--- src/rtl/reversi_control.sv ---
// reversi_control
// Game-flow controller for the Reversi datapath. It sequences the board draw,
// cursor handling, move check, placement, flipping, scoring and turn
// bookkeeping. Each work state raises a single operation enable and waits for
// the datapath's go strobe. A wait counter aborts a stalled operation and sets
// a sticky timeoutErr.
//
// Ports
//   clk, resetn                      clock; synchronous active-low reset
//   enterKey/rightKey/leftKey/
//   upKey/downKey                    single-cycle key pulses
//   go                               done strobe for the enabled operation
//   validMove                        check result, qualified by go in CHECK
//   hasTurn                          has-turn result, qualified by go in HAS_OPP/HAS_CUR
//   *En                              registered operation enables / cursor pulses
//   determineOpponent/Current        qualifiers for determineHasTurnEn
//   gameOver                         high while in GAME_OVER
//   timeoutErr                       sticky abort flag
//   state_dbg                        current state encoding
module reversi_control #(
    parameter int GO_TIMEOUT = 2000000
) (
    input  logic       clk,
    input  logic       resetn,
    input  logic       enterKey,
    input  logic       rightKey,
    input  logic       leftKey,
    input  logic       upKey,
    input  logic       downKey,
    input  logic       go,
    input  logic       validMove,
    input  logic       hasTurn,
    output logic       writeEn,
    output logic       drawBoardEn,
    output logic       drawInitialPiecesEn,
    output logic       moveHighlightEn,
    output logic       checkIfValidMoveEn,
    output logic       placeEn,
    output logic       flipEn,
    output logic       scoreManagerEn,
    output logic       determineHasTurnEn,
    output logic       TurnManagerEn,
    output logic       removeHighlightEn,
    output logic       moveRightEn,
    output logic       moveLeftEn,
    output logic       moveUpEn,
    output logic       moveDownEn,
    output logic       determineOpponent,
    output logic       determineCurrent,
    output logic       gameOver,
    output logic       timeoutErr,
    output logic [3:0] state_dbg
);

    localparam int CNT_NEED = $clog2(GO_TIMEOUT + 1);
    localparam int CNT_W    = (CNT_NEED > 21) ? CNT_NEED : 21;

    typedef enum logic [3:0] {
        DRAW_BOARD = 4'd0,  DRAW_INIT = 4'd1,  HIGHLIGHT  = 4'd2,
        WAIT_INPUT = 4'd3,  MOVE      = 4'd4,  CHECK      = 4'd5,
        PLACE      = 4'd6,  FLIP      = 4'd7,  SCORE      = 4'd8,
        HAS_OPP    = 4'd9,  HAS_CUR   = 4'd10, TURN       = 4'd11,
        REMOVE_HL  = 4'd12, GAME_OVER = 4'd13
    } state_t;

    typedef enum logic [1:0] {
        DIR_RIGHT = 2'd0, DIR_LEFT = 2'd1, DIR_UP = 2'd2, DIR_DOWN = 2'd3
    } dir_t;

    typedef struct packed {
        logic write_en;
        logic draw_board_en;
        logic draw_init_en;
        logic highlight_en;
        logic check_en;
        logic place_en;
        logic flip_en;
        logic score_en;
        logic has_turn_en;
        logic turn_en;
        logic remove_hl_en;
        logic move_right;
        logic move_left;
        logic move_up;
        logic move_down;
        logic det_opponent;
        logic det_current;
        logic game_over;
    } ctrl_t;

    state_t             state_q, state_d;
    dir_t               dir_q, dir_d;
    logic [CNT_W-1:0]   cnt_q, cnt_d;
    logic               timeout_err_q, timeout_err_d;
    ctrl_t              ctrl_q, ctrl_d;

    logic               work;
    logic               leave;
    state_t             go_next;

    // State register; outputs are registered from the decoded next state so
    // they line up with state_q in every cycle.
    always_ff @(posedge clk) begin
        if (!resetn) begin
            state_q       <= DRAW_BOARD;
            dir_q         <= DIR_RIGHT;
            cnt_q         <= '0;
            timeout_err_q <= 1'b0;
            ctrl_q        <= '0;
        end else begin
            state_q       <= state_d;
            dir_q         <= dir_d;
            cnt_q         <= cnt_d;
            timeout_err_q <= timeout_err_d;
            ctrl_q        <= ctrl_d;
        end
    end

    // Next-state logic. go takes priority over a timeout in the same cycle.
    // A timeout may re-enter DRAW_BOARD from itself, so the counter is cleared
    // on any taken transition rather than only on a change of state code.
    always_comb begin
        state_d       = state_q;
        dir_d         = dir_q;
        timeout_err_d = timeout_err_q;
        work          = 1'b1;
        leave         = 1'b0;
        go_next       = state_q;

        case (state_q)
            DRAW_BOARD: go_next = DRAW_INIT;
            DRAW_INIT:  go_next = HIGHLIGHT;
            HIGHLIGHT:  go_next = WAIT_INPUT;
            CHECK:      go_next = validMove ? PLACE : WAIT_INPUT;
            PLACE:      go_next = FLIP;
            FLIP:       go_next = SCORE;
            SCORE:      go_next = HAS_OPP;
            HAS_OPP:    go_next = hasTurn ? TURN : HAS_CUR;
            HAS_CUR:    go_next = hasTurn ? HIGHLIGHT : REMOVE_HL;
            TURN:       go_next = HIGHLIGHT;
            REMOVE_HL:  go_next = GAME_OVER;
            default:    work    = 1'b0;
        endcase

        if (work) begin
            if (go) begin
                state_d = go_next;
                leave   = 1'b1;
            end else if (cnt_q == CNT_W'(GO_TIMEOUT - 1)) begin
                timeout_err_d = 1'b1;
                leave         = 1'b1;
                if (state_q == DRAW_BOARD || state_q == DRAW_INIT || state_q == HIGHLIGHT)
                    state_d = DRAW_BOARD;
                else
                    state_d = WAIT_INPUT;
            end
        end else begin
            case (state_q)
                WAIT_INPUT: begin
                    if (enterKey) begin
                        state_d = CHECK;
                    end else if (rightKey) begin
                        state_d = MOVE;
                        dir_d   = DIR_RIGHT;
                    end else if (leftKey) begin
                        state_d = MOVE;
                        dir_d   = DIR_LEFT;
                    end else if (upKey) begin
                        state_d = MOVE;
                        dir_d   = DIR_UP;
                    end else if (downKey) begin
                        state_d = MOVE;
                        dir_d   = DIR_DOWN;
                    end
                end
                MOVE:      state_d = HIGHLIGHT;
                GAME_OVER: state_d = GAME_OVER;
                default:   state_d = DRAW_BOARD;
            endcase
        end

        cnt_d = (work && !leave) ? cnt_q + 1'b1 : '0;
    end

    // Output decode of the state being entered.
    always_comb begin
        ctrl_d = '0;
        case (state_d)
            DRAW_BOARD: begin ctrl_d.draw_board_en = 1'b1; ctrl_d.write_en = 1'b1; end
            DRAW_INIT:  begin ctrl_d.draw_init_en  = 1'b1; ctrl_d.write_en = 1'b1; end
            HIGHLIGHT:  begin ctrl_d.highlight_en  = 1'b1; ctrl_d.write_en = 1'b1; end
            CHECK:      ctrl_d.check_en = 1'b1;
            PLACE:      begin ctrl_d.place_en      = 1'b1; ctrl_d.write_en = 1'b1; end
            FLIP:       begin ctrl_d.flip_en       = 1'b1; ctrl_d.write_en = 1'b1; end
            SCORE:      ctrl_d.score_en = 1'b1;
            HAS_OPP:    begin ctrl_d.has_turn_en = 1'b1; ctrl_d.det_opponent = 1'b1; end
            HAS_CUR:    begin ctrl_d.has_turn_en = 1'b1; ctrl_d.det_current  = 1'b1; end
            TURN:       ctrl_d.turn_en = 1'b1;
            REMOVE_HL:  begin ctrl_d.remove_hl_en  = 1'b1; ctrl_d.write_en = 1'b1; end
            GAME_OVER:  ctrl_d.game_over = 1'b1;
            MOVE: begin
                case (dir_d)
                    DIR_RIGHT: ctrl_d.move_right = 1'b1;
                    DIR_LEFT:  ctrl_d.move_left  = 1'b1;
                    DIR_UP:    ctrl_d.move_up    = 1'b1;
                    default:   ctrl_d.move_down  = 1'b1;
                endcase
            end
            default: ctrl_d = '0;
        endcase
    end

    assign writeEn             = ctrl_q.write_en;
    assign drawBoardEn         = ctrl_q.draw_board_en;
    assign drawInitialPiecesEn = ctrl_q.draw_init_en;
    assign moveHighlightEn     = ctrl_q.highlight_en;
    assign checkIfValidMoveEn  = ctrl_q.check_en;
    assign placeEn             = ctrl_q.place_en;
    assign flipEn              = ctrl_q.flip_en;
    assign scoreManagerEn      = ctrl_q.score_en;
    assign determineHasTurnEn  = ctrl_q.has_turn_en;
    assign TurnManagerEn       = ctrl_q.turn_en;
    assign removeHighlightEn   = ctrl_q.remove_hl_en;
    assign moveRightEn         = ctrl_q.move_right;
    assign moveLeftEn          = ctrl_q.move_left;
    assign moveUpEn            = ctrl_q.move_up;
    assign moveDownEn          = ctrl_q.move_down;
    assign determineOpponent   = ctrl_q.det_opponent;
    assign determineCurrent    = ctrl_q.det_current;
    assign gameOver            = ctrl_q.game_over;
    assign timeoutErr          = timeout_err_q;
    assign state_dbg           = state_q;

endmodule
--- config.mk ---
export PLATFORM = sky130hd
export DESIGN_NAME = reversi_control
export DESIGN_NICKNAME = d
export VERILOG_FILES = /design/src/rtl/reversi_control.sv
export SDC_FILE = /design/constraint.sdc
export NUM_CORES = 1
export LEC_CHECK = 0
export BUFFER_PORTS_ARGS = -buffer_cell sky130_fd_sc_hd__buf_2
export CAP_MARGIN = 20
export CORE_ASPECT_RATIO = 0.8
export CORE_MARGIN = 2
export CORE_UTILIZATION = 42
export DETAILED_ROUTE_END_ITERATION = 6
export PLACE_DENSITY = 0.64
export SLEW_MARGIN = 15
export SYNTH_ARGS = -nofsm -noshare
export SYNTH_HDL_FRONTEND = slang
export SYNTH_SLANG_ARGS = --single-unit
export TNS_END_PERCENT = 10
--- constraint.sdc ---
create_clock -name clk -period 4.4 [get_ports clk]
set_input_delay 0.66 -clock clk [delete_from_list [all_inputs] [get_ports clk]]
set_output_delay 0.66 -clock clk [all_outputs]
set_load 0.02 [all_outputs]
* Word-level counts from Yosys, hierarchy flattened
Cells that the tools add are included.
Operators by class: $add $sub $neg 1, eq/ne operators 28, mux-type cells 43, bitwise operators 1, reductions and logical operators 15
Operators by type and width (number):
- $eq 4x4->1 const B | 12
- $pmux 4 s10 | 1
- $mux 4 | 9
- $eq 4x3->1 const B | 8
- $mux 1 | 23
- $add 21x1->21 const B | 1
- $eq 21x21->1 const B | 1
- $mux 2 | 8
- $eq 4x2->1 const B | 3
- $pmux 4 s3 | 1
- $reduce_or 11->1 | 1
- $eq 4x1->1 const B | 2
- $logic_not 4->1 | 2
- $reduce_or 6->1 | 1
- $reduce_and 2->1 | 2
- $reduce_or 2->1 | 2
- $mux 3 | 1
- $reduce_and 3->1 | 1
- $reduce_or 3->1 | 1
- $eq 2x1->1 const B | 1
- $eq 2x2->1 const B | 1
- $logic_not 2->1 | 1
- $logic_or 1x1->1 | 2
- $logic_and 1x1->1 | 1
- other kinds (2) | 2
Word-level totals: register bits 46, input bits 10

* Longest topological paths before layout
word-level depth 10, mapped depth 9, mapped depth without buffers 8

* Worst setup path after synthesis
Ideal clock, no wire load.
path type input-to-reg, start input port rightKey, end register ctrl_q, in the netlist determineHasTurnEn, library setup time 0.070 ns, arrival time 2.135 ns, required time 4.330 ns, path slack 2.195 ns, cell stages on the path 7, path buffers 0, cells stage by stage or4_1 -> o21ai_0 -> a21oi_1 -> a31oi_1 -> and2_1 -> nand2_1 -> a21oi_1
Between the ends: longest elaborated chain between the ends 7, elaborated cells between the ends (all ways) 8, those cells by class eq/ne: 2; mux: 5; reduce/logical: 1
RTL lines:
- start: declaration | RTL line 26 | input logic rightKey,
- $mux 4 * | RTL line 162 | end else if (rightKey) begin
- $mux 4 * | RTL line 160 | if (enterKey) begin
- $pmux 4 s3 * | RTL line 158 | case (state_q)
- $mux 4 * | RTL line 145 | if (work) begin
- $eq 4x4->1 | RTL line 188 | case (state_d)
- $reduce_or 2->1 (no line) *
- $mux 1 * | RTL line 188
- end signal: assignment | RTL line 115 | ctrl_q <= ctrl_d;
- end: declaration | RTL line 95 | ctrl_t ctrl_q, ctrl_d;
Every way passes the cells marked *; elsewhere a longest branch is shown, timed or not. A chain may end at the register's enable or synchronous reset.

* Worst setup path after layout
start register cnt_q[13], end register ctrl_q, in the netlist writeEn
Between the ends: longest elaborated chain between the ends 7, elaborated cells between the ends (all ways) 12, those cells by class eq/ne: 6; mux: 4; reduce/logical: 2
RTL lines:
- start: declaration | RTL line 93 | logic [CNT_W-1:0] cnt_q, cnt_d;
- start signal: assignment | RTL line 113 | cnt_q <= cnt_d;
- $eq 21x21->1 * | RTL line 149 | end else if (cnt_q == CNT_W'(GO_TIMEOUT - 1)) begin
- $mux 4 * | RTL line 149
- $mux 4 * | RTL line 146 | if (go) begin
- $mux 4 * | RTL line 145
- $eq 4x4->1 (tied with other cells) | RTL line 188
- $reduce_or 6->1 (no line) *
- $mux 1 * | RTL line 188
Marked as above.

==> run metrics <==
sequential cell area fraction in the yosys report 44.0%; Die W 82.9 µm; area grow syn2layout 13.7%; clk_lat worst skew 300 ps; Synth Area in Adders 0.598%; overall routing resource usage 16.1%; Final Setup Violations 0; Largest register FFs 21; share of layout cells above drive strength 1 between 10% and 20%; startpoint types flop; combinational power share 15.6%; GRT overflow 0; compound-cell area share of the yosys netlist between 10% and 20%; critical path cell sequence or4_4, nor4_4, a31oi_1, o31ai_2, o21ai_2, o221ai_1, a21oi_1; total negative slack 0 ps; die span in y 67.1 µm; max frequency 0.414 GHz; min-delay src cnt_q[0]; HP Class flop to flop; Worst EP required 4560 ps; clk slew on worst S/H paths 90 ps; starting density of the core approximately 45%; Core Area 4680 µm²; post-synthesis mux area share 0%; VDD IR max roughly 0.23 mV; fin nets 288; hold-fix buffers at CTS 0; Synth Area in Simple Gates 32.3%; critical path arrival 2570 ps; Num CTS Buffers 5; Detail Route Antenna Nets 0; Layout fillers 474; most used flip-flop cell after synthesis dfxtp_1; Avg WL per Cell approximately 12 µm; gpl congestion 0.786; CTS root buf clkbuf_8; post-cts sizing count 0; YS warnings 0; minimum clock period between 2000 and 2500 ps; max_cap viols 0; routed wire length 4150 µm; DR vias/cell 5.20; Internal Dissipation 0.000586 W; Cell Area, Synth 2090 µm²; vias in the first global route 1625; CP max stage delay 550 ps; CTS tree yes; Hold Path Stages 1; Tightest Pin Transition 822 ps; H-tree levels 2; status finished clean; Worst Hold End cnt_q[0]; Net Sw Frac about 30%; port bufs 32; final setup skew about 8.9 ps; main combinational cell family by area after synthesis simple AND/OR/NAND/NOR gates; Post-Synthesis Cells 247; Setup CP Type flop to flop; most common cell after layout, fill and taps aside nor2_1; P_sw 0.000249 W; Slew HR 45.0%; RSZ-0062 raised after global routing no; number of synthesized flops with an enable pin 0; DR pass1 iterations 4; DP HPWL 3040 µm; Worst Setup End Kind flop; Top-Level Pins 33; hold slack 454 ps; #FFs+latches synth 46; DRT iter0 DRCs 127; worst r2r src cnt_q[13]; row count 22; register area between 900 and 1000 µm²; die area 5560 µm²; post-layout util 50.8%; Vias 1759; multi-input logic area 1090 µm²; Async SR Flop Fraction 0%; buffer count from post-CTS setup fixing 0; most frequent cells in the layout nor2_1, dfxtp_1, buf_2, nand2_1, xor2_1; Clock Path Buffers 2; first-pass GRT wire length between 7000 and 8000 µm; crit path max-delay cell type or4_4; P per Cell Area roughly 350 nW/µm²; Reg-to-Reg End writeEn; XOR/XNOR share of the synthesized area 7.96%; Period Utilization, post-route between 50% and 60%; fin. max-slew vios 0; critical path fanouts, max 6; initial antenna violation count 0; drt drc 0; sequential share of power 53.1%; clock sink total 46; register-to-register setup slack roughly 2000 ps; Clock Power Share 31.3%; Hold Violations, Final 0; Biggest register cnt_q; worst r2r path cells 7; Leakage 0.917 nW; Synthesized Nets 258; Antenna Cells 0; Netlist cell types 49; Avg Cell Area, Syn approximately 8.5 µm²; largest net degree at the start of global routing 22
[layer usage]
| layer | up-vias | wire length (µm) | global-route usage [%] |
|---|---|---|---|
| li1 | 915 | - | - |
| met1 | 800 | 2220 | 23.0 |
| met2 | 42 | 1710 | 24.2 |
| met3 | 2 | 191 | 3.22 |
| met4 | 0 | 25 | 6.15 |
| met5 | - | 0 | 0 |
[metrics by stage]
stage               worst slack (ps)  std cells  area (µm²)  power [W]
finish                          1990        338        2380   0.000835
global route                    1640        338        2380   0.000879
CTS                             2030        338        2380   0.000844
detailed placement              1850        330        2280   0.000583
global placement                1860        330        2280   0.000584
floorplan                       2200        247        2090   0.000548
[layout make-up]
cell class / count / area share [%]
multi-input combinational: 183 / 46.1
clock inverter: 3 / 1.00
sequential: 46 / 38.7
tap: 60 / 3.16
timing repair buffer: 32 / 6.74
clock buffer: 5 / 2.89
inverter: 9 / 1.42
[power by group through the flow]
stage	sequential (W)	clock, W	combinational (W)
global route	0.000446	0.000284	0.000148
finish	0.000443	0.000261	0.000131
detailed placement	0.000453	0	0.000130
CTS	0.000444	0.000270	0.000130
global placement	0.000453	0	0.000130
floorplan	0.000458	0	0.0000897
[cells in the mapped netlist (4+ instances only)]
| cell type | number | share of area [%] |
|---|---|---|
| a21oi_1 | 9 | 2.2 |
| and2_1 | 4 | 1.2 |
| and3_1 | 4 | 1.2 |
| buf_2 | 6 | 1.4 |
| dfxtp_1 | 46 | 44 |
| inv_1 | 9 | 1.6 |
| nand2_1 | 18 | 3.2 |
| nand2b_1 | 4 | 1.2 |
| nand3_1 | 11 | 2.6 |
| nand4_1 | 7 | 2.1 |
| nor2_1 | 57 | 10 |
| nor4_1 | 6 | 1.8 |
| o21ai_0 | 4 | 0.96 |
| xnor2_1 | 6 | 2.5 |
| xor2_1 | 13 | 5.4 |
[worst max-delay path, delay by kind of cell, from the launching register on]
kind               cells  cell delay, ps
DFF                    1             350
and+or+nand+nor        2             770
AOI/OAI and AO/OA      5            1160
[worst max path at each step]
stage                              end          from  cells past startpoint  slack [ps]
floorplan           determineHasTurnEn      rightKey                      7        2200
global placement    determineHasTurnEn      rightKey                      8        1860
detailed placement  determineHasTurnEn      rightKey                      8        1850
CTS                            writeEn     cnt_q[13]                      7        2030
global route                moveLeftEn  state_dbg[0]                      7        1640
finish                         writeEn     cnt_q[13]                      7        1990
[cells by family after synthesis]
family / after synthesis
flops: 46
buf+inv: 18
compound gates: 35
xor+xnor: 19
simple gates: 128
fa+ha+maj: 1
Note: power is estimated with default switching activity, not from simulation.
